### src/rtl/seg7_pkg.sv
// Shared definitions for the two-digit class display: segment patterns,
// the digit decoder and the control FSM state type.
package seg7_pkg;

  localparam logic [6:0] SEG_BLANK = 7'b0000000;
  localparam logic [6:0] SEG_DASH  = 7'b0000001;

  // Active-high {a,b,c,d,e,f,g} patterns for the decimal digits 0..9
  localparam logic [6:0] SEG_DIGIT [0:9] = '{
    7'b1111110, 7'b0110000, 7'b1101101, 7'b1111001, 7'b0110011,
    7'b1011011, 7'b1011111, 7'b1110000, 7'b1111111, 7'b1111011
  };

  typedef enum logic [1:0] {IDLE, CONV, LOAD} state_t;

  // Non-decimal nibbles decode to a dark digit
  function automatic logic [6:0] seg_decode(input logic [3:0] digit);
    logic [6:0] pat;
    case (digit)
      4'd0:    pat = SEG_DIGIT[0];
      4'd1:    pat = SEG_DIGIT[1];
      4'd2:    pat = SEG_DIGIT[2];
      4'd3:    pat = SEG_DIGIT[3];
      4'd4:    pat = SEG_DIGIT[4];
      4'd5:    pat = SEG_DIGIT[5];
      4'd6:    pat = SEG_DIGIT[6];
      4'd7:    pat = SEG_DIGIT[7];
      4'd8:    pat = SEG_DIGIT[8];
      4'd9:    pat = SEG_DIGIT[9];
      default: pat = SEG_BLANK;
    endcase
    return pat;
  endfunction

endpackage

### src/rtl/bin2bcd_seq.sv
// Iterative double-dabble converter: one shift-add-3 step per clock,
// CLASS_W steps in total. The first step is taken on the start cycle
// itself, so oDone pulses CLASS_W-1 cycles after iStart and oBcd holds
// the result until the next start.
module bin2bcd_seq
  import seg7_pkg::*;
#(
  parameter int CLASS_W = 7
) (
  input  logic               clk,
  input  logic               rstn,
  input  logic               iStart,
  input  logic [CLASS_W-1:0] iBin,
  output logic               oDone,
  output logic [11:0]        oBcd
);

  logic [CLASS_W-1:0] bin_q;
  logic [11:0]        bcd_q;
  logic [3:0]         cnt_q;
  logic               done_q;

  // One double-dabble step: add 3 to every nibble >= 5, then shift in a bit
  function automatic logic [11:0] dabble(input logic [11:0] bcd, input logic bit_in);
    logic [11:0] adj;
    adj = bcd;
    for (int i = 0; i < 3; i++) begin
      if (adj[i*4 +: 4] >= 4'd5) adj[i*4 +: 4] = adj[i*4 +: 4] + 4'd3;
    end
    return {adj[10:0], bit_in};
  endfunction

  // Load on start, then step until the remaining-iteration count runs out
  always_ff @(posedge clk or negedge rstn) begin
    if (!rstn) begin
      bin_q  <= '0;
      bcd_q  <= '0;
      cnt_q  <= '0;
      done_q <= 1'b0;
    end else if (iStart) begin
      bcd_q  <= dabble(12'd0, iBin[CLASS_W-1]);
      bin_q  <= iBin << 1;
      cnt_q  <= 4'(CLASS_W - 1);
      done_q <= (CLASS_W == 1);
    end else if (cnt_q != 4'd0) begin
      bcd_q  <= dabble(bcd_q, bin_q[CLASS_W-1]);
      bin_q  <= bin_q << 1;
      cnt_q  <= cnt_q - 4'd1;
      done_q <= (cnt_q == 4'd1);
    end else begin
      done_q <= 1'b0;
    end
  end

  assign oDone = done_q;
  assign oBcd  = bcd_q;

endmodule

### src/rtl/seg7_class_disp.sv
// Two-digit multiplexed seven-segment driver showing a class index as a
// decimal number "00".."99" ("--" when the value needs a hundreds digit).
// Optional macro SEG7_BLINK_EN: blink the display for 2 s after each new
// result (0.25 s on / 0.25 s off); without it the display is steady.
module seg7_class_disp
  import seg7_pkg::*;
#(
  parameter int CLK_HZ     = 100_000_000,
  parameter int REFRESH_HZ = 1000,
  parameter int CLASS_W    = 7,
  parameter bit LEAD_ZERO  = 1'b1
) (
  input  logic               clk,
  input  logic               rstn,
  input  logic               iValid,
  input  logic [CLASS_W-1:0] iClass,
  input  logic               iBlank,
  output logic [6:0]         oSeg,
  output logic               oC,
  output logic               oBusy
);

  localparam int DIV   = CLK_HZ / REFRESH_HZ;
  localparam int CNT_W = (DIV > 1) ? $clog2(DIV) : 1;

  generate
    if (DIV < 2) begin : g_bad_div
      $error("seg7_class_disp: CLK_HZ/REFRESH_HZ must be at least 2");
    end
    if (CLASS_W < 1 || CLASS_W > 8) begin : g_bad_width
      $error("seg7_class_disp: CLASS_W must be within 1..8");
    end
  endgenerate

  state_t           state, next_state;
  logic             accept, load;
  logic             bcd_done;
  logic [11:0]      bcd;
  logic [3:0]       tens, units;
  logic             ovf;
  logic [CNT_W-1:0] ref_cnt;
  logic             sel;
  logic [6:0]       digit_pat;
  logic             blink_off;

  bin2bcd_seq #(.CLASS_W(CLASS_W)) u_bcd (
    .clk    (clk),
    .rstn   (rstn),
    .iStart (accept),
    .iBin   (iClass),
    .oDone  (bcd_done),
    .oBcd   (bcd)
  );

  // Control state register
  always_ff @(posedge clk or negedge rstn) begin
    if (!rstn) state <= IDLE;
    else       state <= next_state;
  end

  // Accept a strobe only when idle, wait for the converter, then load once
  always_comb begin
    next_state = state;
    accept     = 1'b0;
    load       = 1'b0;
    case (state)
      IDLE: if (iValid) begin
        accept     = 1'b1;
        next_state = CONV;
      end
      CONV: if (bcd_done) next_state = LOAD;
      LOAD: begin
        load       = 1'b1;
        next_state = IDLE;
      end
      default: next_state = IDLE;
    endcase
  end

  assign oBusy = (state != IDLE);

  // Displayed digits change only in the LOAD cycle
  always_ff @(posedge clk or negedge rstn) begin
    if (!rstn) begin
      tens  <= 4'd0;
      units <= 4'd0;
      ovf   <= 1'b0;
    end else if (load) begin
      tens  <= bcd[7:4];
      units <= bcd[3:0];
      ovf   <= (bcd[11:8] != 4'd0);
    end
  end

  // Refresh divider: toggle the digit slot every DIV cycles
  always_ff @(posedge clk or negedge rstn) begin
    if (!rstn) begin
      ref_cnt <= '0;
      sel     <= 1'b0;
    end else if (ref_cnt == CNT_W'(DIV - 1)) begin
      ref_cnt <= '0;
      sel     <= ~sel;
    end else begin
      ref_cnt <= ref_cnt + 1'b1;
    end
  end

  // Pattern for the digit slot currently selected
  always_comb begin
    digit_pat = SEG_BLANK;
    if (ovf)                             digit_pat = SEG_DASH;
    else if (sel)                        digit_pat = seg_decode(units);
    else if (tens == 4'd0 && !LEAD_ZERO) digit_pat = SEG_BLANK;
    else                                 digit_pat = seg_decode(tens);
  end

`ifdef SEG7_BLINK_EN
  localparam int QTR   = (CLK_HZ / 4 > 1) ? CLK_HZ / 4 : 2;
  localparam int QTR_W = $clog2(QTR);

  logic             blink_act;
  logic [QTR_W-1:0] blink_cnt;
  logic [2:0]       blink_qtr;

  // Eight quarter-second phases after each load; odd phases are dark
  always_ff @(posedge clk or negedge rstn) begin
    if (!rstn) begin
      blink_act <= 1'b0;
      blink_cnt <= '0;
      blink_qtr <= '0;
    end else if (load) begin
      blink_act <= 1'b1;
      blink_cnt <= '0;
      blink_qtr <= '0;
    end else if (blink_act) begin
      if (blink_cnt == QTR_W'(QTR - 1)) begin
        blink_cnt <= '0;
        blink_qtr <= blink_qtr + 3'd1;
        if (blink_qtr == 3'd7) blink_act <= 1'b0;
      end else begin
        blink_cnt <= blink_cnt + 1'b1;
      end
    end
  end

  assign blink_off = blink_act & blink_qtr[0];
`else
  assign blink_off = 1'b0;
`endif

  // Registered outputs; they trail sel by one cycle
  always_ff @(posedge clk or negedge rstn) begin
    if (!rstn) begin
      oSeg <= SEG_BLANK;
      oC   <= 1'b0;
    end else begin
      oC   <= sel;
      oSeg <= (iBlank || blink_off) ? SEG_BLANK : digit_pat;
    end
  end

endmodule
### config.mk
export PLATFORM = sky130hd
export DESIGN_NAME = seg7_class_disp
export DESIGN_NICKNAME = d
export VERILOG_FILES = /design/src/rtl/seg7_pkg.sv /design/src/rtl/bin2bcd_seq.sv /design/src/rtl/seg7_class_disp.sv
export SDC_FILE = /design/constraint.sdc
export NUM_CORES = 1
export LEC_CHECK = 0
export ABC_CLOCK_PERIOD_IN_PS = 2100
export CORE_MARGIN = 10
export CORE_UTILIZATION = 59
export CTS_CLUSTER_DIAMETER = 100
export DETAILED_ROUTE_END_ITERATION = 7
export GPL_TIMING_DRIVEN = 0
export PLACE_DENSITY = 0.81
export SLEW_MARGIN = 30
export SYNTH_ARGS = -nofsm -noshare
export SYNTH_HDL_FRONTEND = slang
export SYNTH_SLANG_ARGS = --single-unit
export TNS_END_PERCENT = 50
### constraint.sdc
create_clock -name clk -period 2.1 [get_ports clk]
set_input_delay 0.42 -clock clk [delete_from_list [all_inputs] [get_ports clk]]
set_output_delay 0.42 -clock clk [all_outputs]
set_load 0.01 [all_outputs]
==> out/summary.txt, run 1 <==
run status: complete, no violations
top area cells in the synthesized netlist: sky130_fd_sc_hd__dfrtp_1, sky130_fd_sc_hd__ha_1, sky130_fd_sc_hd__xnor2_1
Switching Share: 35.3%
core area: 5110 um^2
final worst path period need: 1.99 ns
Slew Limit Headroom: 69.6%
I/O pin count: 20
required time at the endpoint of the critical path: 1.68 ns
CP arrival: 1.57 ns
most common library cell in the layout ignoring fill and taps: sky130_fd_sc_hd__dfrtp_1
Setup crit end kind: output pin
final count of hold timing violations: 0
met1 track utilization from global routing: 16.6%
post-synthesis async set-or-reset flop share: 100%
iteration count of the initial detailed-routing pass: 4
count of buffers from port buffering: 19
most frequent cells in the layout: sky130_fd_sc_hd__dfrtp_1, sky130_fd_sc_hd__o21ai_0, sky130_fd_sc_hd__nand2_1, sky130_fd_sc_hd__ha_1, sky130_fd_sc_hd__inv_1
starting utilization of the core area: 61.1%
fraction of final layout cells with drive strength greater than 1: 9.55%
Cell Int Power: 2.81 mW
wire length per cell after detailed routing: 13.8 um
worst setup path category: reg2out
Synthesis Warnings: 0
height of the die: 92.7 um
relative contribution of the clock network to total power: 21.6%
flip-flop and latch count after synthesis: 60
largest area contributor in the synthesized netlist: sky130_fd_sc_hd__dfrtp_1
instance count of the mapped netlist: 299
final layout net count: 363
number of nets still failing antenna checks after routing: 0
number of clock buffers inserted by TritonCTS: 9
RSZ-0062 raised after global routing: false
share of the core filled with cells: 70.4%
final setup TNS: 0 ns
Startpoint Class: register
clock root buffer: sky130_fd_sc_hd__clkbuf_8
CTS H-tree depth: 3
sink count of the clock tree: 60
combined area of all synthesized cells: 3120 um^2
GRT Overall Usage: 14.4%
count of antenna diodes in the layout: 0
synthesized area divided by synthesized cell count: 10.4 um^2
aggregate routed wire length: 5580 um
Tot Pwr: 4.34 mW
max-capacitance violation count: 0
pwr dens: 1210 nW/um^2
placement-stage worst setup slack: 0.202 ns
clock-pin slew of the registers on the worst-case setup and hold paths: 0.06 ns
Area Overhead vs Synth: 15.3%
fraction of synthesized cell area taken by the top area cell type: 48.1%
share of synthesized area occupied by flip-flops and latches: 48.1%
global-route wire length before repair: 10100 um
Critical path buffers and inverters: 1
number of library cell types mapped by synthesis: 48
EDFF count, synth: 0
Tightest Pin Transition: 0.445 ns
cell with the largest stage delay on the worst path: sky130_fd_sc_hd__clkdlybuf4s50_1
number of global-route vias before repair: 2290
met2 usage: 23.4%
Final Skew: 0.00959 ns
ratio of routed vias to standard cells: 5.55
post-route fraction of the period consumed by the critical path: 94.7%
Max Freq: 503 MHz
gr ovfl total: 0
count of standard-cell rows: 26
max-slew violation count: 0
Seq pwr share: 40.7%
initial antenna violation count: 0
Final Wtd Congestion: 0.829
Die Width: 92.7 um
CTS tree: done
DRC viols: 0
maximum net fanout on the critical path: 5
number of design-rule violations left by the first detailed-router iteration: 91
category of cells accounting for the largest share of critical-path delay: buffers and inverters
hold slack: 0.0223 ns
DPL Wire Length: 4080 um
final setup violation count: 0
hold buffers post-CTS: 0
classification of the worst-slack hold path: in2async
part of the total power dissipated in combinational logic: 37.7%
maximum number of buffers from clock root to sink: 2
Critical Path, Cell by Cell: or2_2, clkdlybuf4s50_1
overall via count from detail_route: 2247
layer carrying the most global-route usage: met2
nets in the synthesized netlist: 332
Resized cells post-CTS: 0
Leakage Power: 1.67 nW
slowest cell delay on critical path: 0.49 ns
Setup Buffers After CTS: 0
power spent charging and discharging nets: 1.53 mW
VDD IR max: 722 uV
routing usage on met3: 5.81%
pin count of the biggest net entering global routing: 34
clock insertion delay at the later pin of the skew report: 0.34 ns
top_reg_cell synth: sky130_fd_sc_hd__dfrtp_1
die area: 8600 um^2
Setup WS post-layout: 0.111 ns
## Yosys cell counts, types with 5 or more instances
master	instances
sky130_fd_sc_hd__dfrtp_1	60
sky130_fd_sc_hd__o21ai_0	24
sky130_fd_sc_hd__ha_1	22
sky130_fd_sc_hd__nand2_1	22
sky130_fd_sc_hd__inv_1	19
sky130_fd_sc_hd__nor2_1	17
sky130_fd_sc_hd__a21oi_1	16
sky130_fd_sc_hd__xnor2_1	14
sky130_fd_sc_hd__mux2i_1	11
sky130_fd_sc_hd__nand3_1	9
sky130_fd_sc_hd__xor2_1	8
sky130_fd_sc_hd__a22o_1	7
sky130_fd_sc_hd__nand2b_1	6
sky130_fd_sc_hd__nand4_1	6
sky130_fd_sc_hd__mux2_2	5
## path summary, 6_finish.rpt
kind	from	end	slack [ns]	cells after the start
max	state[0]	oBusy	0.11	2
min	rstn	oSeg[6]	0.02	1
max reg2reg	u_bcd.cnt_q[0]	u_bcd.cnt_q[1]	0.20	7
min reg2reg	sel	oC	0.37	0
max in group asynchronous	rstn	units[3]	1.59	2
min in group clk	sel	oC	0.37	0
## state kept, by name, indices dropped and copies added, names as in the netlist
register / cells
tens: 4
units: 4
ovf: 1
u_bcd.bin_q: 6
sel: 1
u_bcd.oDone: 1
state: 2
oC: 1
oSeg: 7
u_bcd.cnt_q: 4
u_bcd.oBcd: 12
ref_cnt: 17
## per-stage QoR
stage	cell area [um^2]	cells
after floorplan	3120	299
after global placement	3400	388
after detailed placement	3410	389
after CTS	3600	405
after global routing	3600	405
final	3600	405
## area by class of cell
type | count | area [um^2]
clock buffers | 15 | 176
clock inverters | 1 | 5.00
flip-flops and latches | 60 | 1500
fillers | 389 | 1510
well taps | 70 | 87.6
multi-input cells | 211 | 1500
repair buffers | 20 | 208
plain buffers | 9 | 42.5
inverters | 19 | 71.3
## kinds of logic (layout without fill, tap and decap cells)
group / count (synthesis) / in the layout / synth area share, %
and+or+nand+nor: 88 / 88 / 15.2
AOI/OAI and AO/OA: 63 / 63 / 12.7
DFF: 60 / 60 / 48.1
adders and majority gates: 22 / 22 / 8.82
xor gates and xnor gates: 22 / 22 / 6.18
buffers and inverters: 28 / 64 / 3.65
muxes: 16 / 16 / 5.33
## worst reg2reg max path: cells and delay by family (launching register included)
kind	cells	cell delay [ns]
AND/OR/NAND/NOR	1	0.45
buffers and inverters	3	0.46
adder cells (fa/ha/maj)	1	0.21
AO/OA/AOI/OAI	2	0.25
flip-flops	1	0.42
## power groups by stage
stage               clock, mW  sequential (mW)  combinational (mW)
floorplan                   0             1.75                1.17
global placement            0             1.77                1.57
detailed placement          0             1.79                1.63
CTS                     0.967             1.77                1.65
global route             1.02             1.84                1.87
finish                  0.939             1.77                1.64
## routing by layer
layer  share of wire [%]  wire length [um]
met3                 5.4               301
met5                   0                 0
met2                  48              2680
met4                 1.6                87
met1                  45              2510
Power figures use the tool's default switching activity.
==> run 2: changes to the inputs <==
--- a/config.mk
+++ b/config.mk
@@ -7,11 +7,12 @@
 export LEC_CHECK = 0
 export ABC_CLOCK_PERIOD_IN_PS = 2100
 export CORE_MARGIN = 10
-export CORE_UTILIZATION = 59
+export CORE_UTILIZATION = 61
 export CTS_CLUSTER_DIAMETER = 100
 export DETAILED_ROUTE_END_ITERATION = 7
+export DONT_BUFFER_PORTS = 1
 export GPL_TIMING_DRIVEN = 0
-export PLACE_DENSITY = 0.81
+export PLACE_DENSITY = 0.79
 export SLEW_MARGIN = 30
 export SYNTH_ARGS = -nofsm -noshare
 export SYNTH_HDL_FRONTEND = slang
==> run 2 against run 1 <==
Worst setup slack better by 0.11 ns. Sequential share of layout area is 2.4 points higher. First-iteration DRC count is 37% lower. Register-to-register slack better by 0.02 ns.
==> out/summary.txt, run 2 (same netlist as run 1, synthesis figures left out) <==
run status: complete, no violations
post-route fraction of the period consumed by the critical path: 89.3%
most common library cell in the layout ignoring fill and taps: sky130_fd_sc_hd__dfrtp_1
number of clock buffers inserted by TritonCTS: 9
Final Wtd Congestion: 0.891
Setup WS post-layout: 0.224 ns
setup slack, reg-to-reg: 0.22 ns
DRC viols: 0
Largest Register: ref_cnt
height of the die: 91.5 um
Setup crit end kind: register
overall via count from detail_route: 2201
clock-pin slew of the registers on the worst-case setup and hold paths: 0.07 ns
number of global-route vias before repair: 2213
die area: 8370 um^2
Slew Limit Headroom: 64.5%
most frequent cells in the layout: sky130_fd_sc_hd__dfrtp_1, sky130_fd_sc_hd__o21ai_0, sky130_fd_sc_hd__nand2_1, sky130_fd_sc_hd__ha_1, sky130_fd_sc_hd__inv_1
Tightest Pin Transition: 0.519 ns
Max Freq: 533 MHz
CP arrival: 2.14 ns
Area Overhead vs Synth: 9.11%
fraction of final layout cells with drive strength greater than 1: 9.46%
number of nets still failing antenna checks after routing: 0
classification of the worst-slack hold path: in2reg
clock root buffer: sky130_fd_sc_hd__clkbuf_8
Leakage Power: 1.59 nW
number of design-rule violations left by the first detailed-router iteration: 57
pin count of the biggest net entering global routing: 61
ratio of routed vias to standard cells: 5.73
CTS H-tree depth: 3
worst setup path category: reg2reg
final count of hold timing violations: 0
final setup violation count: 0
count of standard-cell rows: 25
max-capacitance violation count: 0
total of fill cells in the finished design: 384
Resized cells post-CTS: 0
I/O pin count: 20
sink count of the clock tree: 60
share of the core filled with cells: 70.2%
Final Skew: 0.00637 ns
iteration count of the initial detailed-routing pass: 4
VDD IR max: 788 uV
count of antenna diodes in the layout: 0
Die Width: 91.5 um
cell area after layout: 3400 um^2
Placed Area: 3200 um^2
RSZ-0062 raised after global routing: false
maximum number of buffers from clock root to sink: 2
final layout net count: 345
gr ovfl total: 0
DPL Wire Length: 3960 um
Seq. cell area: 1500 um^2
maximum net fanout on the critical path: 10
final setup TNS: 0 ns
Startpoint Class: register
placement-stage worst setup slack: 0.220 ns
max-slew violation count: 0
clock insertion delay at the later pin of the skew report: 0.34 ns
starting utilization of the core area: 64.3%
area occupied by multi-input gates: 1500 um^2
final worst path period need: 1.88 ns
max reg flops: 17
Tot Pwr: 4.15 mW
pwr dens: 1220 nW/um^2
wire length per cell after detailed routing: 14.6 um
core area: 4850 um^2
GRT Overall Usage: 14.6%
initial antenna violation count: 0
required time at the endpoint of the critical path: 2.37 ns
global-route wire length before repair: 10100 um
count of buffers from port buffering: 0
aggregate routed wire length: 5600 um
CTS tree: done
run 2: cell types whose count changed in the layout (fill, tap and decap cells not counted):
cell	change
sky130_fd_sc_hd__buf_16	+1
sky130_fd_sc_hd__clkbuf_1	+1
sky130_fd_sc_hd__dlygate4sd3_1	+1
sky130_fd_sc_hd__buf_12	-1
sky130_fd_sc_hd__buf_4	-1
sky130_fd_sc_hd__clkinv_2	+1
sky130_fd_sc_hd__clkbuf_8	-2
sky130_fd_sc_hd__clkdlybuf4s50_1	-18
run 2: metal layers:
metal	up-vias	track usage, %	wire length, um
li1	1078	-	-
met3	11	5.27	296
met1	1056	17.9	2650
met5	-	0	0
met2	56	22.7	2540
met4	0	5.74	114
run 2: final cells by class:
type / instances / share of cell area, %
well taps: 67 / 2.46
plain buffers: 9 / 1.25
clock inverters: 2 / 0.294
multi-input cells: 211 / 44.2
flip-flops and latches: 60 / 44.1
clock buffers: 14 / 4.49
repair buffers: 2 / 1.10
inverters: 19 / 2.10
run 2: timing repair:
item / 4_1_cts / 5_1_grt
buffers inserted: 0 / 0
hold buffers: 2 / 0
setup endpoints to repair: 0 / 0
endpoints found under the hold margin: 60 / 0
run 2: worst paths after layout:
check                          startpoint              to  cells past startpoint
max                        u_bcd.cnt_q[0]  u_bcd.oBcd[11]                      8
min                                iBlank         oSeg[0]                      1
max reg2reg                u_bcd.cnt_q[0]  u_bcd.oBcd[11]                      8
min reg2reg                           sel              oC                      0
max in group asynchronous            rstn      ref_cnt[6]                      2
min in group asynchronous            rstn     ref_cnt[13]                      2
run 2: critical path: stages, from the launching register on:
cell	delay, ns
sky130_fd_sc_hd__dfrtp_1	0.42
sky130_fd_sc_hd__inv_1	0.07
sky130_fd_sc_hd__ha_1	0.19
sky130_fd_sc_hd__or3b_2	0.45
sky130_fd_sc_hd__buf_4	0.18
sky130_fd_sc_hd__buf_2	0.20
sky130_fd_sc_hd__o21ai_0	0.09
sky130_fd_sc_hd__nand2_1	0.07
sky130_fd_sc_hd__a21oi_1	0.13
run 2: metrics by stage:
| step | std cells | hold WS (ns) |
|---|---|---|
| final | 384 | 0.146 |
| after global routing | 384 | 0.127 |
| after CTS | 384 | 0.137 |
| after detailed placement | 366 | 0.126 |
| after global placement | 366 | 0.126 |
| after floorplan | 299 | 0.124 |
run 2: where the power goes:
part	internal, mW	switching [mW]
clock	0.458	0.429
combinational	0.680	0.768
sequential	1.49	0.331
